File: config.mk
export PLATFORM = sky130hd
export DESIGN_NAME = ro_fifo_reader
export DESIGN_NICKNAME = d
export VERILOG_FILES = /design/src/rtl/ro_fifo_reader.sv
export SDC_FILE = /design/constraint.sdc
export NUM_CORES = 1
export LEC_CHECK = 0
export ABC_AREA = 1
export CAP_MARGIN = 20
export CORE_MARGIN = 1.5
export CORE_UTILIZATION = 48
export CTS_BUF_LIST = sky130_fd_sc_hd__clkbuf_4 sky130_fd_sc_hd__clkbuf_8 sky130_fd_sc_hd__clkbuf_16
export DETAILED_ROUTE_END_ITERATION = 8
export HOLD_SLACK_MARGIN = 0.02
export MAX_ROUTING_LAYER = met4
export PLACE_DENSITY_LB_ADDON = 0.25
export REMOVE_ABC_BUFFERS = 1
export SKIP_CTS_REPAIR_TIMING = 1
export SLEW_MARGIN = 30
export SYNTH_ARGS = -nofsm -noshare
export SYNTH_HDL_FRONTEND = slang
export SYNTH_SLANG_ARGS = --single-unit
File: constraint.sdc
create_clock -name BC -period 1.43 [get_ports BC]
set_input_delay 0.143 -clock BC [delete_from_list [all_inputs] [get_ports BC]]
set_output_delay 0.143 -clock BC [all_outputs]
set_load 0.005 [all_outputs]
File: src/rtl/ro_fifo_reader.sv
// Readout FIFO reader: fetches one word per frame and serialises it as a
// start bit followed by the data MSB first.
module ro_fifo_reader #(
  parameter int DATA_WIDTH     = 16,
  parameter int STROBE_TIMEOUT = 4
) (
  input  logic                  BC,
  input  logic                  Reset,
  input  logic                  Empty,
  input  logic                  ROReadStrob,
  input  logic [DATA_WIDTH-1:0] FifoData,
  input  logic                  Xoff,
  output logic                  ReadEnable,
  output logic                  DataOut,
  output logic                  FrameActive,
  output logic [7:0]            WordCount,
  output logic                  ErrFlag
);

  localparam int BW = $clog2(DATA_WIDTH + 1);

  typedef enum logic [1:0] {
    IDLE = 2'd0,
    WAIT = 2'd1,
    SEND = 2'd2
  } state_t;

  state_t                r_state;
  state_t                w_state_next;
  logic                  r_armed;
  logic [3:0]            r_wait_cnt;
  logic [3:0]            w_wait_cnt_next;
  logic [BW-1:0]         r_bit_cnt;
  logic [BW-1:0]         w_bit_cnt_next;
  logic [DATA_WIDTH-1:0] r_shift;
  logic [DATA_WIDTH-1:0] w_shift_next;
  logic                  r_read_en;
  logic                  w_read_en_next;
  logic                  r_data_out;
  logic                  w_data_out_next;
  logic                  r_frame;
  logic                  w_frame_next;
  logic [7:0]            r_word_cnt;
  logic [7:0]            w_word_cnt_next;
  logic                  r_err;
  logic                  w_err_next;

  // r_armed holds off the first read request until the second edge after reset.
  always_ff @(posedge BC or posedge Reset) begin
    if (Reset) begin
      r_state    <= IDLE;
      r_armed    <= 1'b0;
      r_wait_cnt <= '0;
      r_bit_cnt  <= '0;
      r_shift    <= '0;
      r_read_en  <= 1'b0;
      r_data_out <= 1'b0;
      r_frame    <= 1'b0;
      r_word_cnt <= '0;
      r_err      <= 1'b0;
    end else begin
      r_state    <= w_state_next;
      r_armed    <= 1'b1;
      r_wait_cnt <= w_wait_cnt_next;
      r_bit_cnt  <= w_bit_cnt_next;
      r_shift    <= w_shift_next;
      r_read_en  <= w_read_en_next;
      r_data_out <= w_data_out_next;
      r_frame    <= w_frame_next;
      r_word_cnt <= w_word_cnt_next;
      r_err      <= w_err_next;
    end
  end

  always_comb begin
    w_state_next    = r_state;
    w_wait_cnt_next = r_wait_cnt;
    w_bit_cnt_next  = r_bit_cnt;
    w_shift_next    = r_shift;
    w_read_en_next  = 1'b0;
    w_data_out_next = r_data_out;
    w_frame_next    = r_frame;
    w_word_cnt_next = r_word_cnt;
    w_err_next      = r_err;

    case (r_state)
      IDLE: begin
        w_data_out_next = 1'b0;
        w_frame_next    = 1'b0;
        if (ROReadStrob) begin
          w_err_next = 1'b1;
        end
        if (r_armed && !Empty && !Xoff) begin
          w_state_next    = WAIT;
          w_read_en_next  = 1'b1;
          w_wait_cnt_next = 4'd1;
        end
      end

      WAIT: begin
        // A strobe on the timeout cycle still wins over the abort.
        if (ROReadStrob) begin
          w_shift_next    = FifoData;
          w_word_cnt_next = r_word_cnt + 8'd1;
          w_bit_cnt_next  = BW'(DATA_WIDTH);
          w_data_out_next = 1'b1;
          w_frame_next    = 1'b1;
          w_wait_cnt_next = '0;
          w_state_next    = SEND;
        end else if (r_wait_cnt == 4'(STROBE_TIMEOUT)) begin
          w_err_next      = 1'b1;
          w_wait_cnt_next = '0;
          w_state_next    = IDLE;
        end else begin
          w_wait_cnt_next = r_wait_cnt + 4'd1;
        end
      end

      SEND: begin
        if (ROReadStrob) begin
          w_err_next = 1'b1;
        end
        if (r_bit_cnt != '0) begin
          w_data_out_next = r_shift[DATA_WIDTH-1];
          w_shift_next    = {r_shift[DATA_WIDTH-2:0], 1'b0};
          w_bit_cnt_next  = r_bit_cnt - BW'(1);
        end else begin
          w_data_out_next = 1'b0;
          w_frame_next    = 1'b0;
          w_state_next    = IDLE;
        end
      end

      default: begin
        w_state_next    = IDLE;
        w_data_out_next = 1'b0;
        w_frame_next    = 1'b0;
      end
    endcase
  end

  assign ReadEnable  = r_read_en;
  assign DataOut     = r_data_out;
  assign FrameActive = r_frame;
  assign WordCount   = r_word_cnt;
  assign ErrFlag     = r_err;

endmodule

==> results of run 1 <==
==> synth_stat cells (all sizes together) <==
cell type | instances | area share (%)
a21oi | 2 | 0.47
a31o | 1 | 0.41
buf | 7 | 2.9
conb | 1 | 0.18
dfrtp | 40 | 47
ha | 7 | 4.1
inv | 29 | 5.1
mux2i | 15 | 7.0
nand2 | 69 | 14
nand3 | 16 | 4.0
nand3b | 3 | 1.2
nand4 | 6 | 1.8
nor2 | 6 | 1.3
nor3 | 1 | 0.76
o211a | 1 | 0.47
o21ai | 27 | 8.1
or2 | 1 | 0.29
xnor2 | 2 | 0.82
xor2 | 1 | 0.41
==> worst reg2reg max path, cell delays in order, from the launching register on <==
cell	delay [ns]
dfrtp_1	0.42
buf_6	0.14
ha_4	0.17
buf_6	0.12
nand2_4	0.07
nand3_4	0.18
buf_12	0.22
nand2_2	0.06
o21ai_1	0.07
==> worst max-delay path by stage <==
stage	start	to	cells after the start
floorplan	r_state[0]	r_bit_cnt[2]	7
global placement	r_state[1]	WordCount[7]	10
detailed placement	r_state[1]	WordCount[7]	10
CTS	r_state[1]	WordCount[7]	10
global route	r_state[0]	r_shift[13]	8
finish	r_state[0]	r_shift[13]	8
==> cells by family after synthesis <==
logic type	after synthesis	share of synthesized area (%)
AO/OA/AOI/OAI	31	9.42
XOR/XNOR	3	1.23
adder cells (fa/ha/maj)	7	4.10
buffers and inverters	36	7.96
flip-flops	40	46.8
multiplexers	15	7.02
other	1	0.175
AND/OR/NAND/NOR	102	23.3
==> final cells by class <==
cell class	count	area, um^2
well taps	52	65.1
inverters	29	111
fillers	311	1210
repair buffers	61	671
multi-input cells	159	1150
clock buffers	6	76.3
flip-flops and latches	40	1000
clock inverters	2	35.0
==> state kept, by name (all words and copies together) (netlist names) <==
signal / flops
r_shift: 16
WordCount: 8
r_bit_cnt: 5
r_wait_cnt: 4
r_state: 2
DataOut: 1
ErrFlag: 1
FrameActive: 1
ReadEnable: 1
r_armed: 1
==> per-layer routing <==
| layer | track usage (%) | routed length [um] |
|---|---|---|
| met5 | - | 0 |
| met3 | 4.80 | 125 |
| met4 | 8.33 | 112 |
| met2 | 31.0 | 2470 |
| met1 | 23.6 | 2110 |
==> power groups by stage <==
stage | clock network, uW | logic, uW | registers, uW
floorplan | 0 | 1610 | 1840
global placement | 0 | 2480 | 1890
detailed placement | 0 | 2520 | 1910
CTS | 965 | 2530 | 1890
global route | 997 | 3950 | 2020
finish | 946 | 3630 | 1970
==> metrics by stage <==
stage	util, %	setup TNS (ns)	total power (uW)	instances	hold WS, ns
after floorplan	-	-22.60	3450	228	0.302
after global placement	60.8	-0.260	4370	329	0.465
after detailed placement	60.8	-1.06	4430	329	0.468
after CTS	63.3	-1.32	5390	337	0.199
after global routing	72.0	-3.67	6960	349	0.235
final	72.0	-2.10	6550	349	0.185
==> flow_metrics.env, run 1 <==
export IMPL_outcome="finished, violations left"
export IMPL_violations="negative setup slack"
export IMPL_path_delay_family="buffers and inverters"
export IMPL_critPathLaunchType="register"
export IMPL_pwr_share_seq_pct=30.1
export IMPL_core_um2=4320
export IMPL_crit_slowest_cell="dfrtp_1"
export IMPL_p_leak_uw=0.00149
export IMPL_layout_drive_gt1_share_pct=32.3
export IMPL_rsz0062_at_grt="yes"
export IMPL_r2r_start="r_state[0]"
export IMPL_yosys_warnings=0
export IMPL_cp_max_fo=6
export IMPL_cpPeakStageDelay_ns=0.42
export IMPL_dpl_worst_slack_ns=-0.120
export IMPL_r2r_slack_ns=-0.13
export IMPL_finalSetupViolCount=23
export IMPL_crit_chain="buf_6 -> ha_4 -> buf_6 -> nand2_4 -> nand3_4 -> buf_12 -> nand2_2 -> o21ai_1"
export IMPL_syn_area_per_cell_um2=9.10
export IMPL_max_freq_mhz=640
export IMPL_drtIter0Drc=98
export IMPL_synth_ff_latch_count=40
export IMPL_worstSetupPathType="register to register"
export IMPL_clk_latency_ns=0.30
export IMPL_setup_ws_ns=-0.133
export IMPL_netlist_instances=235
export IMPL_seq_area_frac_synth_pct=46.8
export IMPL_grt_pass1_wl_um=7130
export IMPL_fp_dieH_um=69.7
export IMPL_synthDistinctLibCells=30
export IMPL_syn_area_um2=2140
export IMPL_period_share_pct=109
export IMPL_finalHoldViolations=0
export IMPL_p_int_uw=3970
export IMPL_ant_nets=0
export IMPL_drc_errors=0
export IMPL_io_buffer_count=32
export IMPL_wl_per_cell_um=13.8
export IMPL_postPlaceCellArea_um2=2630
export IMPL_grt_max_degree=41
export IMPL_r2r_end="r_shift[13]"
export IMPL_post_route_min_period_ns=1.56
export IMPL_vias_per_cell=5.13
export IMPL_vdd_ir_drop_max_v=0.00103
export IMPL_crit_path_end_kind="register"
export IMPL_switching_power_uw=2580
export IMPL_clock_skew_ns=0.00783
export IMPL_first_pass_iters=4
export IMPL_grt_usage_pct=19.4
export IMPL_swShare_pct=39.4
export IMPL_ios=33
export IMPL_finalMaxSlewViolations=0
export IMPL_die_area_um2=4860
export IMPL_dp_hpwl_um=2910
export IMPL_root_buffer="clkbuf_8"
export IMPL_final_cell_mix="43 x nand2_1, 39 x dfrtp_1, 32 x clkdlybuf4s50_1"
export IMPL_p_clk_share_pct=14.4
export IMPL_antenna_found_initial=0
export IMPL_nNetsFinal=324
export IMPL_power_density_nw_per_um2=2100
export IMPL_num_vias=1790
export IMPL_grt_overflow_total=0
export IMPL_critPathArrivalTime_ns=1.75
export IMPL_rows=24
export IMPL_required_ns=1.61
export IMPL_area_growth_pct=45.6
export IMPL_grt_pass1_vias=1596
export IMPL_crit_path_frequent_cell="buf_6"
export IMPL_die_w_um=69.7
export IMPL_clockBufferDepth=2
export IMPL_initial_core_util_pct=49.5
export IMPL_fin_area_um2=3110
export IMPL_mostFrequentLayoutCell="nand2_1"
export IMPL_cts_sinks=40
export IMPL_cts_tree="built"
export IMPL_routabilityCongestion=0.841
export IMPL_drv_cap=0
export IMPL_hold_path_class="primary input to asynchronous set/reset pin"
export IMPL_clk_pin_slew_worst_paths_ns=0.08
export IMPL_detail_route_wirelength_um=4820
export IMPL_r2r_cells=8
export IMPL_timing_critical_path_buf_inv=3
export IMPL_cts_htree_levels=2
export IMPL_comb_power_share_pct=55.5
export IMPL_antenna_cells=0
export IMPL_cts_buffers_inserted=5
No activity file was read; power rests on OpenSTA's default activity.
==> run 2: changes to the inputs <==
- CORE_ASPECT_RATIO: unset -> 1.25
==> run 2 against run 1 <==
- the run still ends with negative setup slack left
- largest cell class unchanged
- sequential share of layout area up 0.62 points
- routed wire length is 7.8% lower
- die area about the same
- critical endpoint is now r_shift[1]
- worst setup slack better by 0.091 ns
- sequential cell count stayed put
- maximum frequency increased by 6.2%
- total power down 3.3%
- critical path depth down 1
- clock-buffer cell count is the same
==> flow_metrics.env, run 2 (same netlist as run 1, synthesis figures left out) <==
export IMPL_top_layer="met4"
export IMPL_met1_length_um=2020
export IMPL_routabilityCongestion=0.823
export IMPL_rows=26
export IMPL_wl_met3_um=120
export IMPL_hold_ws_ns=0.191
export IMPL_vias_per_cell=4.93
export IMPL_power_uw=6330
export IMPL_violations="negative setup slack"
export IMPL_dpl_worst_slack_ns=-0.102
export IMPL_finalSetupViolCount=18
export IMPL_dp_hpwl_um=2880
export IMPL_crit_chain="inv_2 -> ha_4 -> nand4_1 -> nand3_4 -> clkbuf_16 -> nand2_2 -> o21ai_2"
export IMPL_ant_nets=0
export IMPL_vdd_ir_drop_max_v=0.00104
export IMPL_wl_met2_um=2240
export IMPL_clk_latency_ns=0.29
export IMPL_io_buffer_count=32
export IMPL_grt_pass1_vias=1582
export IMPL_wl_per_cell_um=12.7
export IMPL_swShare_pct=39.2
export IMPL_num_vias=1725
export IMPL_die_w_um=62.7
export IMPL_first_pass_iters=4
export IMPL_largest_register_ffs=16
export IMPL_setup_ws_ns=-0.0421
export IMPL_p_int_uw=3850
export IMPL_die_area_um2=4870
export IMPL_period_share_pct=103
export IMPL_post_route_min_period_ns=1.47
export IMPL_pwr_share_seq_pct=31.3
export IMPL_p_clk_share_pct=14.7
export IMPL_p_leak_uw=0.00147
export IMPL_drv_cap=0
export IMPL_max_freq_mhz=679
export IMPL_grt_usage_pct=19.2
export IMPL_dpl_cell_count=333
export IMPL_post_route_util_pct=72.9
export IMPL_cts_buffers_inserted=5
export IMPL_grt_pass1_wl_um=7250
export IMPL_root_buffer="clkbuf_8"
export IMPL_cts_sinks=40
export IMPL_outcome="finished, violations left"
export IMPL_drc_errors=0
export IMPL_hold_path_class="primary input to asynchronous set/reset pin"
export IMPL_grt_max_degree=41
export IMPL_mostFrequentLayoutCell="nand2_1"
export IMPL_cpPeakStageDelay_ns=0.45
export IMPL_required_ns=1.62
export IMPL_comb_power_share_pct=54.0
export IMPL_core_um2=4200
export IMPL_largest_register="r_shift"
export IMPL_ios=33
export IMPL_r2r_slack_ns=-0.04
export IMPL_critPathLaunchType="register"
export IMPL_cp_max_fo=6
export IMPL_cts_htree_levels=2
export IMPL_antenna_cells=0
export IMPL_antenna_found_initial=0
export IMPL_critPathArrivalTime_ns=1.66
export IMPL_layout_drive_gt1_share_pct=31.6
export IMPL_nNetsFinal=321
export IMPL_clk_pin_slew_worst_paths_ns=0.08
export IMPL_fp_dieH_um=77.6
export IMPL_crit_path_end_kind="register"
export IMPL_drtIter0Drc=61
export IMPL_detail_route_wirelength_um=4440
export IMPL_clockBufferDepth=2
export IMPL_cts_tree="built"
export IMPL_grt_overflow_total=0
export IMPL_stdcell_count=350
export IMPL_final_cell_mix="46 x nand2_1, 38 x dfrtp_1, 32 x clkdlybuf4s50_1"
export IMPL_rsz0062_at_grt="yes"
export IMPL_switching_power_uw=2480
export IMPL_finalHoldViolations=0
export IMPL_finalMaxSlewViolations=0
export IMPL_worstSetupPathType="register to register"
export IMPL_crit_slowest_cell="dfrtp_1"
export IMPL_clock_skew_ns=0.00478
export IMPL_initial_core_util_pct=51.0
export IMPL_power_density_nw_per_um2=2070
export IMPL_area_growth_pct=43.1
==> run 2: cell types whose count changed in the layout (fill, tap and decap cells not counted), moves of 2 or more <==
cell     change
o21ai_2      +2
o21ai_1      -3
buf_12       -2
nand2_2      -3
buf_6        -3
nand2_1      +3
==> run 2: stage by stage <==
stage	instance area (um^2)	TNS [ns]
final	3060	-0.461
after global routing	3060	-2.14
after CTS	2730	-1.95
after detailed placement	2620	-1.39
after global placement	2620	-0.826
after floorplan	2080	-22.60
==> run 2: final cells by class <==
| class | instances | area (um^2) |
|---|---|---|
| clock buffers | 6 | 76.3 |
| clock inverters | 2 | 35.0 |
| repair buffers | 58 | 619 |
| flip-flops and latches | 40 | 1000 |
| fillers | 285 | 1140 |
| inverters | 29 | 111 |
| well taps | 56 | 70.1 |
| multi-input cells | 159 | 1140 |
==> run 2: metal layers <==
metal / global-route usage [%] / vias up
met3: 4.20 / 6
met1: 25.0 / 817
met5: - / -
met4: 6.67 / 0
met2: 29.9 / 28
li1: - / 874
==> run 2: worst max-delay path: cells and delay by family (launching register included) <==
family | cells | cell delay (ns)
buf+inv | 2 | 0.32
fa+ha+maj | 1 | 0.19
compound gates | 1 | 0.04
flops | 1 | 0.45
simple gates | 3 | 0.37
==> run 2: power by group through the flow <==
stage	logic [uW]	clock network [uW]	registers, uW
6_report	3420	933	1980
3_5_place_dp	2490	0	1900
4_1_cts	2500	944	1890
3_3_place_gp	2420	0	1890
5_1_grt	3760	994	2040
2_1_floorplan	1610	0	1840
==> run 2: path summary, 6_finish.rpt <==
path / startpoint / endpoint / cells past startpoint
min: Reset / WordCount[6] / 3
max reg2reg: r_state[0] / r_shift[1] / 7
min in group BC: FifoData[0] / r_shift[0] / 3
max: r_state[0] / r_shift[1] / 7
min reg2reg: r_shift[5] / r_shift[5] / 2
max in group asynchronous: Reset / WordCount[0] / 3
